--- src/rtl/sprite_compositor_if.sv ---
// Pixel, sprite and colour signals shared between the display driver and sprite_compositor.
// master drives coordinates/sprite state; slave (the compositor) returns the registered pixel colour.
interface sprite_compositor_if #(
  parameter int N_PLAYERS = 2,
  parameter int COORD_W   = 10
);
  logic                           frame_start;
  logic                           pix_valid;
  logic [COORD_W-1:0]             DrawX;
  logic [COORD_W-1:0]             DrawY;
  logic [N_PLAYERS*COORD_W-1:0]   PlayerX;
  logic [N_PLAYERS*COORD_W-1:0]   PlayerY;
  logic [COORD_W-1:0]             Player_size;
  logic [N_PLAYERS*COORD_W-1:0]   BulletX;
  logic [N_PLAYERS*COORD_W-1:0]   BulletY;
  logic [COORD_W-1:0]             Bullet_size;
  logic [N_PLAYERS-1:0]           bullet_on;
  logic [N_PLAYERS-1:0]           hit;
  logic [N_PLAYERS*24-1:0]        Player_rgb;
  logic [7:0]                     Red;
  logic [7:0]                     Green;
  logic [7:0]                     Blue;
  logic                           rgb_valid;
  logic [N_PLAYERS-1:0]           flashing;

  modport master (
    output frame_start, pix_valid, DrawX, DrawY, PlayerX, PlayerY, Player_size,
           BulletX, BulletY, Bullet_size, bullet_on, hit, Player_rgb,
    input  Red, Green, Blue, rgb_valid, flashing
  );

  modport slave (
    input  frame_start, pix_valid, DrawX, DrawY, PlayerX, PlayerY, Player_size,
           BulletX, BulletY, Bullet_size, bullet_on, hit, Player_rgb,
    output Red, Green, Blue, rgb_valid, flashing
  );
endinterface

--- src/rtl/sprite_compositor.sv ---
// Two-stage pixel compositor: stage 1 registers per-player square/bullet hits, stage 2 resolves
// priority and hit-flash colour into registered RGB. Per-player flash counters tick on frame_start.
module sprite_compositor #(
  parameter int          N_PLAYERS    = 2,
  parameter int          COORD_W      = 10,
  parameter logic [23:0] BG_RGB       = 24'h00007F,
  parameter int          FLASH_FRAMES = 8
) (
  input  logic          Clk,
  input  logic          Reset,
  sprite_compositor_if.slave bus
);

  localparam int DW = COORD_W + 1;
  localparam int SW = 2 * COORD_W + 2;

  logic [N_PLAYERS-1:0] sq_d, sq_q;
  logic [N_PLAYERS-1:0] bc_d, bc_q;
  logic                 v1_q;
  logic [7:0]           flash_d [N_PLAYERS];
  logic [7:0]           flash_q [N_PLAYERS];
  logic [N_PLAYERS-1:0] flashing_d, flashing_q;
  logic [23:0]          win_rgb;
  logic [23:0]          rgb_d, rgb_q;
  logic                 rgb_valid_q;

  logic [DW-1:0]        pdx, pdy, bdx, bdy;
  logic [SW-1:0]        bd2, br2;
  logic                 found;

  // Signed difference then magnitude, so coordinates near 0 never wrap into a hit.
  function automatic logic [DW-1:0] abs_diff(input logic [COORD_W-1:0] a,
                                             input logic [COORD_W-1:0] b);
    logic signed [DW-1:0] d;
    d = $signed({1'b0, a}) - $signed({1'b0, b});
    return d[DW-1] ? $unsigned(-d) : $unsigned(d);
  endfunction

  always_comb begin
    sq_d = '0;
    bc_d = '0;
    pdx  = '0;
    pdy  = '0;
    bdx  = '0;
    bdy  = '0;
    bd2  = '0;
    br2  = SW'(bus.Bullet_size) * SW'(bus.Bullet_size);
    for (int unsigned i = 0; i < N_PLAYERS; i++) begin
      pdx     = abs_diff(bus.DrawX, bus.PlayerX[i*COORD_W +: COORD_W]);
      pdy     = abs_diff(bus.DrawY, bus.PlayerY[i*COORD_W +: COORD_W]);
      sq_d[i] = (pdx <= DW'(bus.Player_size)) && (pdy <= DW'(bus.Player_size));
      bdx     = abs_diff(bus.DrawX, bus.BulletX[i*COORD_W +: COORD_W]);
      bdy     = abs_diff(bus.DrawY, bus.BulletY[i*COORD_W +: COORD_W]);
      bd2     = SW'(bdx) * SW'(bdx) + SW'(bdy) * SW'(bdy);
      bc_d[i] = bus.bullet_on[i] && (bd2 <= br2);
    end
  end

  always_comb begin
    for (int unsigned i = 0; i < N_PLAYERS; i++) begin
      flash_d[i] = flash_q[i];
      if (bus.hit[i]) begin
        flash_d[i] = 8'(FLASH_FRAMES);
      end else if (bus.frame_start && (flash_q[i] != '0)) begin
        flash_d[i] = flash_q[i] - 8'd1;
      end
      flashing_d[i] = (flash_d[i] != '0);
    end
  end

  // Lowest index wins; within an index the player square beats its own bullet.
  always_comb begin
    win_rgb = BG_RGB;
    found   = 1'b0;
    for (int unsigned i = 0; i < N_PLAYERS; i++) begin
      if (!found && sq_q[i]) begin
        found   = 1'b1;
        win_rgb = flash_q[i][0] ? 24'hFFFFFF : bus.Player_rgb[i*24 +: 24];
      end else if (!found && bc_q[i]) begin
        found   = 1'b1;
        win_rgb = bus.Player_rgb[i*24 +: 24];
      end
    end
    rgb_d = v1_q ? win_rgb : '0;
  end

  always_ff @(posedge Clk) begin
    if (Reset) begin
      sq_q        <= '0;
      bc_q        <= '0;
      v1_q        <= 1'b0;
      rgb_q       <= '0;
      rgb_valid_q <= 1'b0;
      flashing_q  <= '0;
      for (int unsigned i = 0; i < N_PLAYERS; i++) begin
        flash_q[i] <= '0;
      end
    end else begin
      sq_q        <= sq_d;
      bc_q        <= bc_d;
      v1_q        <= bus.pix_valid;
      rgb_q       <= rgb_d;
      rgb_valid_q <= v1_q;
      flashing_q  <= flashing_d;
      for (int unsigned i = 0; i < N_PLAYERS; i++) begin
        flash_q[i] <= flash_d[i];
      end
    end
  end

  assign bus.Red       = rgb_q[23:16];
  assign bus.Green     = rgb_q[15:8];
  assign bus.Blue      = rgb_q[7:0];
  assign bus.rgb_valid = rgb_valid_q;
  assign bus.flashing  = flashing_q;

endmodule
--- src/flat_wrapper.sv ---
// flat-port wrapper written by rule: the top's interface ports become plain ports
module sprite_compositor_flat 
#(
  parameter int          N_PLAYERS    = 2,
  parameter int          COORD_W      = 10,
  parameter logic [23:0] BG_RGB       = 24'h00007F,
  parameter int          FLASH_FRAMES = 8
)
  (Clk, Reset, bus_frame_start, bus_pix_valid, bus_DrawX, bus_DrawY, bus_PlayerX, bus_PlayerY, bus_Player_size, bus_BulletX, bus_BulletY, bus_Bullet_size, bus_bullet_on, bus_hit, bus_Player_rgb, bus_Red, bus_Green, bus_Blue, bus_rgb_valid, bus_flashing);
  sprite_compositor_if #(.N_PLAYERS(N_PLAYERS), .COORD_W(COORD_W)) bus_i ();
  input  logic Clk;
  input  logic Reset;
  input wire logic [$bits(bus_i.frame_start)-1:0] bus_frame_start;
  input wire logic [$bits(bus_i.pix_valid)-1:0] bus_pix_valid;
  input wire logic [$bits(bus_i.DrawX)-1:0] bus_DrawX;
  input wire logic [$bits(bus_i.DrawY)-1:0] bus_DrawY;
  input wire logic [$bits(bus_i.PlayerX)-1:0] bus_PlayerX;
  input wire logic [$bits(bus_i.PlayerY)-1:0] bus_PlayerY;
  input wire logic [$bits(bus_i.Player_size)-1:0] bus_Player_size;
  input wire logic [$bits(bus_i.BulletX)-1:0] bus_BulletX;
  input wire logic [$bits(bus_i.BulletY)-1:0] bus_BulletY;
  input wire logic [$bits(bus_i.Bullet_size)-1:0] bus_Bullet_size;
  input wire logic [$bits(bus_i.bullet_on)-1:0] bus_bullet_on;
  input wire logic [$bits(bus_i.hit)-1:0] bus_hit;
  input wire logic [$bits(bus_i.Player_rgb)-1:0] bus_Player_rgb;
  output wire logic [$bits(bus_i.Red)-1:0] bus_Red;
  output wire logic [$bits(bus_i.Green)-1:0] bus_Green;
  output wire logic [$bits(bus_i.Blue)-1:0] bus_Blue;
  output wire logic [$bits(bus_i.rgb_valid)-1:0] bus_rgb_valid;
  output wire logic [$bits(bus_i.flashing)-1:0] bus_flashing;
  assign bus_i.frame_start = bus_frame_start;
  assign bus_i.pix_valid = bus_pix_valid;
  assign bus_i.DrawX = bus_DrawX;
  assign bus_i.DrawY = bus_DrawY;
  assign bus_i.PlayerX = bus_PlayerX;
  assign bus_i.PlayerY = bus_PlayerY;
  assign bus_i.Player_size = bus_Player_size;
  assign bus_i.BulletX = bus_BulletX;
  assign bus_i.BulletY = bus_BulletY;
  assign bus_i.Bullet_size = bus_Bullet_size;
  assign bus_i.bullet_on = bus_bullet_on;
  assign bus_i.hit = bus_hit;
  assign bus_i.Player_rgb = bus_Player_rgb;
  assign bus_Red = bus_i.Red;
  assign bus_Green = bus_i.Green;
  assign bus_Blue = bus_i.Blue;
  assign bus_rgb_valid = bus_i.rgb_valid;
  assign bus_flashing = bus_i.flashing;
  sprite_compositor #(.N_PLAYERS(N_PLAYERS), .COORD_W(COORD_W), .BG_RGB(BG_RGB), .FLASH_FRAMES(FLASH_FRAMES)) u_core (.Clk(Clk), .Reset(Reset), .bus(bus_i));
endmodule
--- config.mk ---
export PLATFORM = sky130hd
export DESIGN_NAME = sprite_compositor_flat
export DESIGN_NICKNAME = d
export VERILOG_FILES = /design/src/rtl/sprite_compositor_if.sv /design/src/rtl/sprite_compositor.sv /design/src/flat_wrapper.sv
export SDC_FILE = /design/constraint.sdc
export NUM_CORES = 1
export LEC_CHECK = 0
export ABC_CLOCK_PERIOD_IN_PS = 16600
export CORE_MARGIN = 2
export CORE_UTILIZATION = 59
export CTS_BUF_LIST = sky130_fd_sc_hd__clkbuf_4 sky130_fd_sc_hd__clkbuf_8 sky130_fd_sc_hd__clkbuf_16
export DETAILED_ROUTE_END_ITERATION = 7
export PLACE_DENSITY = 0.87
export REMOVE_ABC_BUFFERS = 1
export SYNTH_ARGS = -nofsm -noshare
export SYNTH_HDL_FRONTEND = slang
export SYNTH_SLANG_ARGS = --single-unit
export TNS_END_PERCENT = 20
--- constraint.sdc ---
create_clock -name Clk -period 16.6 [get_ports Clk]
set_input_delay 3.32 -clock Clk [delete_from_list [all_inputs] [get_ports Clk]]
set_output_delay 3.32 -clock Clk [all_outputs]
set_load 0.05 [all_outputs]
# After elaboration in Yosys (flattened, before gate mapping)
# Memories as Yosys holds them, arrays and structs flattened.
# Index checks and enable logic that the tools add are counted.
[word_totals]
register_bits = 32
latch_bits = 0
ramBits = 16
romBits = 0
input_bits = 176
out_inout_bits = 27
word_cells = 80
mem_count = 1
[mem_list]
columns = ["name", "words", "width", "read_ports", "rd_clocked_by_memory_dff", "write_ports", "line", "source"]
rows = [
  ["u_core.flash_q", 2, 8, 2, 0, 2, "sprite_compositor.sv:21", "logic [7:0] flash_q [N_PLAYERS];"],
]
[classes]
n_addsub = 20
multipliers = 5
n_div = 0
n_lt_le_gt_ge = 6
eq_ne = 0
shifts = 0
mux = 25
n_bitwise = 3
reduce_logical = 14
[ops]
columns = ["cell", "count"]
rows = [
  ["$mux W24", 6],
  ["$mul A11 B11 Y22", 4],
  ["$mux W11", 8],
  ["$neg A11 Y11", 8],
  ["$sub A10 B10 Y11", 8],
  ["$mux W8", 6],
  ["$add A22 B22 Y22", 2],
  ["$le A11 B10 Y1", 4],
  ["$le A22 B20 Y1", 2],
  ["$reduce_bool A8 Y1", 4],
  ["$mul A10 B10 Y20", 1],
  ["$sub A8 B1 Y8 const B", 2],
  ["$logic_and A1 B1 Y1", 8],
  ["$mux W1", 5],
  ["$or A1 B1 Y1", 2],
  ["$reduce_or A2 Y1", 1],
  ["$logic_not A1 Y1", 1],
  ["$not A1 Y1", 1],
]

# Depth between registers and ports, before layout
# Gate-level depths: netlist of the first run.
[depth]
depth_word = 7
depth_mapped = 44
ltp_nobuf = 44

# Least setup slack after synthesis of the first run
# Ideal clock, no wire load.
[synth_path]
path_type = "input-to-reg"
startpoint = "input port bus_DrawX[0]"
endpoint = "register u_core.bc_q[1]"
setup_ps = 62
t_arrival_ps = 12465
required_time_ps = 16538
slack_ps = 4073
path_stages = 39
n_path_buf = 0
path_cell_list = "inv_1 > ha_1 > inv_1 > fa_1 > a211oi_1 > o21ai_1 > a211oi_1 > o31ai_2 > or2_2 > xor2_1 > inv_1 > nor2_1 > fa_1 > fa_1 > inv_1 > fa_1 > fa_1 > fa_1 > [3 not listed] > ha_1 > and3_1 > a211oi_1 > a21oi_1 > a31o_2 > a21o_1 > a21oi_1 > xnor2_1 > ha_1 > a21o_1 > a21o_1 > a21oi_1 > nor2b_1 > o211ai_1 > a31oi_1 > o211a_1 > o211ai_1 > nand3_1"
[synth_between]
elab_chain_cells = 7
[synth_rtl]
columns = ["item", "line", "source"]
rows = [
  ["from (decl)", "flat_wrapper.sv:15", "input wire logic [$bits(bus_i.DrawX)-1:0] bus_DrawX;"],
  ["$sub A10 B10 Y11 (*)", "sprite_compositor.sv:35", "d = $signed({1'b0, a}) - $signed({1'b0, b});"],
  ["$neg A11 Y11", "sprite_compositor.sv:36", "return d[DW-1] ? $unsigned(-d) : $unsigned(d);"],
  ["$mux W11 (*)", "sprite_compositor.sv:36", ""],
  ["$mul A11 B11 Y22 (*)", "sprite_compositor.sv:54", "bd2 = SW'(bdx) * SW'(bdx) + SW'(bdy) * SW'(bdy);"],
  ["$add A22 B22 Y22 (*)", "sprite_compositor.sv:54", ""],
  ["$le A22 B20 Y1 (*)", "sprite_compositor.sv:55", "bc_d[i] = bus.bullet_on[i] && (bd2 <= br2);"],
  ["$logic_and A1 B1 Y1 (*)", "sprite_compositor.sv:55", ""],
  ["to (signal assigned)", "sprite_compositor.sv:90", "bc_q <= '0;"],
  ["to (signal assigned)", "sprite_compositor.sv:100", "bc_q <= bc_d;"],
  ["to (decl)", "sprite_compositor.sv:18", "logic [N_PLAYERS-1:0] bc_d, bc_q;"],
]
# Mark *: on every way between the ends. The rest lies on a longest branch, timed or not.
# A chain may end at the register's enable or synchronous reset.

# Worst setup path after layout of the first run
[layout_path]
startpoint = "input port bus_DrawY[0]"
endpoint = "register u_core.bc_q[0]"
[layout_between]
elab_chain_cells = 7
[layout_rtl]
columns = ["item", "line", "source"]
rows = [
  ["from (decl)", "flat_wrapper.sv:16", "input wire logic [$bits(bus_i.DrawY)-1:0] bus_DrawY;"],
  ["$sub A10 B10 Y11 (*)", "sprite_compositor.sv:35", ""],
  ["$neg A11 Y11", "sprite_compositor.sv:36", ""],
  ["$mux W11 (*)", "sprite_compositor.sv:36", ""],
  ["$mul A11 B11 Y22 (*)", "sprite_compositor.sv:54", ""],
  ["$add A22 B22 Y22 (*)", "sprite_compositor.sv:54", ""],
  ["$le A22 B20 Y1 (*)", "sprite_compositor.sv:55", ""],
  ["$logic_and A1 B1 Y1 (*)", "sprite_compositor.sv:55", ""],
]
# Marked as above.

==> results of run 1 <==
through the flow:
step | setup slack [ns] | instances | hold WS, ns
5_1_grt | 1.765 | 3792 | 0.5646
6_report | 2.455 | 3792 | 0.5414
3_3_place_gp | 2.653 | 3784 | 0.5170
3_5_place_dp | 2.299 | 3784 | 0.5324
4_1_cts | 2.602 | 3792 | 0.5379
2_1_floorplan | 3.988 | 3022 | 0.4926
flip-flops by register name, indices dropped and copies added (netlist names):
name,flops
u_core.flash_q,16
u_core.rgb_q,24
u_core.v1_q,1
u_core.sq_q,2
u_core.bus.flashing,2
u_core.bc_q,2
u_core.bus.rgb_valid,1
logic make-up after synthesis:
| kind of cell | Yosys count | share of synthesized area, % |
|---|---|---|
| multiplexers | 8 | 0.3470 |
| adder cells (fa/ha/maj) | 789 | 50.54 |
| AND/OR/NAND/NOR | 786 | 15.04 |
| XOR/XNOR | 185 | 6.450 |
| buffers and inverters | 762 | 11.37 |
| other | 2 | 0.02976 |
| AO/OA/AOI/OAI | 473 | 12.42 |
| flip-flops | 48 | 3.807 |
tightest hold or removal path, stage by stage (launching register included):
cell	delay, ns
dfxtp_1	0.36
xor2_1	0.08
nor2_1	0.07
area by class of cell:
cell class / instances / area, um^2
tap: 539 / 674.4
inverter: 703 / 2639
multi-input combinational: 2271 / 21520
clock inverter: 3 / 46.29
clock buffer: 5 / 125.1
timing repair buffer: 223 / 2180
fill: 3293 / 13900
sequential: 48 / 960.9
cells in the final DEF, fill, tap and decap left out, types with 8 or more instances in the layout:
cell,synthesis,routed
clkdlybuf4s50_1,0,202
fa_1,384,384
o211ai_1,20,20
o21ai_0,79,79
ha_1,405,405
buf_4,1,21
dfxtp_1,48,48
nor2_1,296,295
o31ai_1,19,19
nand4_1,18,18
nand2_1,148,148
nor2b_1,38,38
nand2b_1,47,47
nor3_1,39,39
nor4b_1,11,11
a21oi_1,126,126
o21a_1,33,33
a211oi_1,18,18
xnor2_1,118,118
o2111ai_1,8,8
a21o_1,57,57
nand3_1,31,31
or3_1,25,25
and3_1,10,10
inv_1,699,699
conb_1,2,30
a31oi_1,12,12
or2_2,47,47
o22ai_1,25,25
and2_1,42,42
xor2_1,66,66
layer usage:
metal	vias to the layer above	track usage, %
met5	-	0
met2	696	51.23
met1	9946	36.68
met3	150	4.341
li1	10140	-
met4	6	10.20
how the worst max path moves through the flow:
stage / end
after floorplan: u_core.bc_q[1]$_SDFF_PP0_
after global placement: u_core.bc_q[1]$_SDFF_PP0_
after CTS: u_core.bc_q[1]$_SDFF_PP0_
after global routing: u_core.bc_q[1]$_SDFF_PP0_
after detailed placement: u_core.bc_q[1]$_SDFF_PP0_
final: u_core.bc_q[0]$_SDFF_PP0_
==> results.json, run 1 <==
{
  "syn_avg_cell_area_um2": 8.267,
  "status": "finished, final reports clean",
  "end_kind": "flip-flop",
  "dieArea_um2": 44450,
  "cap_viol_max_count": 0,
  "drive_gt1_share_pct": 2.982,
  "synthTopCellsByCount": "inv_1, ha_1, fa_1",
  "rsz0062_at_grt": "no",
  "min_from": "u_core.flash_q[0][15]$_SDFF_PP0_",
  "wl_met3_mm": 4.280,
  "yosys.cell_types.count": 81,
  "cts.repair.resized": 0,
  "placed_area_um2": 27970,
  "max_freq_ghz": 0.07070,
  "tightestPinTransition_ns": 1.216,
  "clk_pin_slew_ns": 0.08,
  "min_path_type": "flip-flop to flip-flop",
  "layout.nets": 4217,
  "cp_max_fo": 14,
  "ant_nets": 0,
  "hold_viol": 0,
  "worstSetupPathType": "input port to flip-flop",
  "grt_pass1_wl_mm": 104.4,
  "grt_use_total_pct": 29.18,
  "drc": 0,
  "ys_ff_latch": 48,
  "cts_root_buffer": "clkbuf_16",
  "holdPathEnd": "u_core.flash_q[0][15]$_SDFF_PP0_",
  "setup_viol": 0,
  "synthesis.area_um2": 25240,
  "finalClockSkew_ns": 0.01778,
  "reg2reg_depth": 9,
  "drtIter0Drc": 1254,
  "final_cell_area_um2": 28140,
  "cp.arrival_ns": 14.37,
  "antenna_found_initial": 4,
  "drt-wirelength-per-cell_um": 16.37,
  "synth_top_area_share_pct": 30.46,
  "required_ns": 16.83,
  "post-route-period-util_pct": 85.21,
  "post-route-util_pct": 66.94,
  "yosysMostFrequentCell": "inv_1",
  "cts_setup_buffers": 0,
  "highest_layer": "met5",
  "io_buffer_count": 202,
  "slew_viol_final": 0,
  "ff2ff_setup_slack_ns": 13.65,
  "finalCriticalPeriod_ns": 14.14,
  "yosysWarnings": 0,
  "routabilityCongestion": 0.9636,
  "dp_hpwl_mm": 54.76,
  "synthToLayoutAreaGrowth_pct": 11.50,
  "die_w_um": 210.8,
  "cp_num_buf_inv": 5,
  "clkSinkCount": 48,
  "r2r-end": "u_core.bus.flashing[1]$_SDFF_PP0_",
  "start_util_pct": 60.04,
  "via_count": 20940,
  "cts.path.max_buffers": 2,
  "core_area_um2": 42040,
  "synth_ff_type": "dfxtp_1",
  "grt_pass1_vias": 22120,
  "antenna_cells": 0,
  "timing.rr.start": "u_core.flash_q[0][8]$_SDFF_PP0_",
  "slew_headroom_pct": 17.89,
  "fin_tns_setup_ns": 0,
  "cp.depth": 39,
  "ys_seq_area_share_pct": 3.807,
  "async_reset_ff_share_pct": 0,
  "finalWirelength_mm": 62.07,
  "synth_area_leaders": "fa_1, ha_1, inv_1, nor2_1, xnor2_1",
  "synth_edf_count": 0,
  "drt-met1-wl_mm": 25.64,
  "cp_top_family": "adder cells",
  "cts_tree": "done",
  "crit_start": "bus_DrawY[0]",
  "num_io_pins": 203,
  "htreeDepth": 2,
  "rows": 75,
  "path_common_cell": "fa_1",
  "yosysTopAreaCell": "fa_1",
  "holdBufCountCts": 0,
  "dr.pass1.iters": 7,
  "max_stage_delay_ns": 0.81,
  "numCtsBuffers": 5,
  "hold_depth": 2,
  "avgViaCountPerCell": 5.522,
  "cp-start-kind": "input port",
  "cp_slowest_cell": "xor2_1",
  "grt-ovfl-total": 0,
  "dr_wl_met2_mm": 29.80,
  "clock_latency_ns": 0.30,
  "syn_inst": 3053,
  "grt_max_degree": 26,
  "fp.dieH_um": 210.8
}
Power of run 1 is not shown: default switching activity piles up to over one toggle a cycle in this logic, so the estimate is an artifact.
==> inputs of run 2 (changes only) <==
CORE_ASPECT_RATIO = 1.75   (was not set)
CTS_CLUSTER_SIZE = 24   (was not set)
==> run 2 against run 1 <==
Against the previous run:
- register-to-register slack gained 0.17 ns
- wire length grew 8.7%
- clock skew shrank 0.0073 ns
- utilization shrank 0.24 points
==> results.json, run 2 (synthesis results as in run 1) <==
{
  "finalCriticalPeriod_ns": 14.14,
  "grt_pass1_wl_mm": 110.4,
  "drt-wirelength-per-cell_um": 17.60,
  "fp.dieH_um": 277.6,
  "dieArea_um2": 44510,
  "max_freq_ghz": 0.07070,
  "worstSetupPathType": "input port to flip-flop",
  "slew_viol_final": 0,
  "holdBufCountCts": 0,
  "routabilityCongestion": 0.9992,
  "cts_root_buffer": "clkbuf_16",
  "rows": 100,
  "slew_headroom_pct": 23.63,
  "hold_viol": 0,
  "core_area_um2": 42420,
  "final-seq-area_um2": 960.9,
  "clkSinkCount": 48,
  "top_regs": "u_core.rgb_q (24), u_core.flash_q (16)",
  "path_common_cell": "fa_1",
  "drc": 0,
  "hold_depth": 2,
  "finalWirelength_mm": 67.46,
  "cp_slowest_cell": "xor2_1",
  "dr.pass1.iters": 5,
  "fill_cells": 3390,
  "end_kind": "flip-flop",
  "avgViaCountPerCell": 5.631,
  "finalClockSkew_ns": 0.01047,
  "clk_pin_slew_ns": 0.07,
  "reg2reg_depth": 9,
  "grt_pass1_vias": 23330,
  "dp_hpwl_mm": 59.49,
  "tightestPinTransition_ns": 1.137,
  "rsz0062_at_grt": "no",
  "layout.nets": 4228,
  "io_buffer_count": 202,
  "max_stage_delay_ns": 0.83,
  "numCtsBuffers": 5,
  "cts_setup_buffers": 0,
  "start_util_pct": 59.50,
  "top_register": "u_core.rgb_q",
  "largest_reg_flops": 24,
  "setup_viol": 0,
  "mostFrequentLayoutCell": "inv_1",
  "multi_input_area_um2": 21520,
  "grt_max_degree": 37,
  "cts_tree": "done",
  "fin_tns_setup_ns": 0,
  "cp.arrival_ns": 14.39,
  "cts.repair.resized": 0,
  "post-route-period-util_pct": 85.20,
  "die_w_um": 160.4,
  "ant_nets": 0,
  "drtIter0Drc": 1122,
  "min_path_type": "flip-flop to flip-flop",
  "cp-start-kind": "input port",
  "synthToLayoutAreaGrowth_pct": 12.09,
  "final_cell_mix": "inv_1, ha_1, fa_1",
  "grt-ovfl-total": 0,
  "status": "finished, final reports clean",
  "drive_gt1_share_pct": 3.279,
  "cp_max_fo": 13,
  "clock_latency_ns": 0.30,
  "num_io_pins": 203,
  "required_ns": 16.85,
  "via_count": 21590,
  "antenna_found_initial": 10,
  "htreeDepth": 2,
  "grt_use_total_pct": 31.18,
  "cap_viol_max_count": 0,
  "cts.path.max_buffers": 2
}
run 2: changes by cell type in the layout (fill, tap and decap cells not counted), sizes merged:
cell,previous run,this run
diode,0,10
clkinvlp,1,0
buf,21,32
inv,701,700
bufinv,1,2
run 2: path summary, 6_finish.rpt:
kind / start / to / slack (ns)
min: u_core.flash_q[0][1]$_SDFF_PP0_ / u_core.flash_q[0][1]$_SDFF_PP0_ / 0.53
min reg2reg: u_core.flash_q[0][1]$_SDFF_PP0_ / u_core.flash_q[0][1]$_SDFF_PP0_ / 0.53
max: bus_DrawY[1] / u_core.bc_q[1]$_SDFF_PP0_ / 2.46
max reg2reg: u_core.flash_q[0][8]$_SDFF_PP0_ / u_core.bus.flashing[1]$_SDFF_PP0_ / 13.82
run 2: area by class of cell:
class | instances | area share, %
flip-flops and latches | 48 | 3.397
clock buffers | 5 | 0.4423
multi-input cells | 2271 | 76.05
clock inverters | 2 | 0.2123
repair buffers | 234 | 7.996
inverters | 703 | 9.328
diodes | 10 | 0.08846
well taps | 561 | 2.481
run 2: worst max-delay path: cells and delay by family:
| family | cells | cell delay, ns |
|---|---|---|
| adder cells (fa/ha/maj) | 10 | 4.71 |
| AO/OA/AOI/OAI | 14 | 2.83 |
| AND/OR/NAND/NOR | 8 | 1.49 |
| buffers and inverters | 5 | 1.01 |
| XOR/XNOR | 2 | 0.99 |
run 2: routing by layer:
layer	global-route usage, %	share of wire [%]	up-vias
li1	-	-	10170
met1	29.79	33	10430
met2	60.84	54	685
met3	2.721	4.1	315
met4	23.22	9.1	0
met5	0	0	-
run 2: through the flow:
stage / hold slack (ns) / instance area [um^2] / utilization [%] / setup slack (ns) / std cells
floorplan: 0.4926 / 25110 / - / 3.988 / 3022
global placement: 0.5173 / 28080 / 66.20 / 2.352 / 3817
detailed placement: 0.5221 / 28080 / 66.20 / 2.243 / 3817
CTS: 0.5307 / 28260 / 66.64 / 2.488 / 3824
global route: 0.5888 / 28290 / 66.70 / 1.813 / 3834
finish: 0.5291 / 28290 / 66.70 / 2.456 / 3834
Power of run 2 is left out for the same reason.
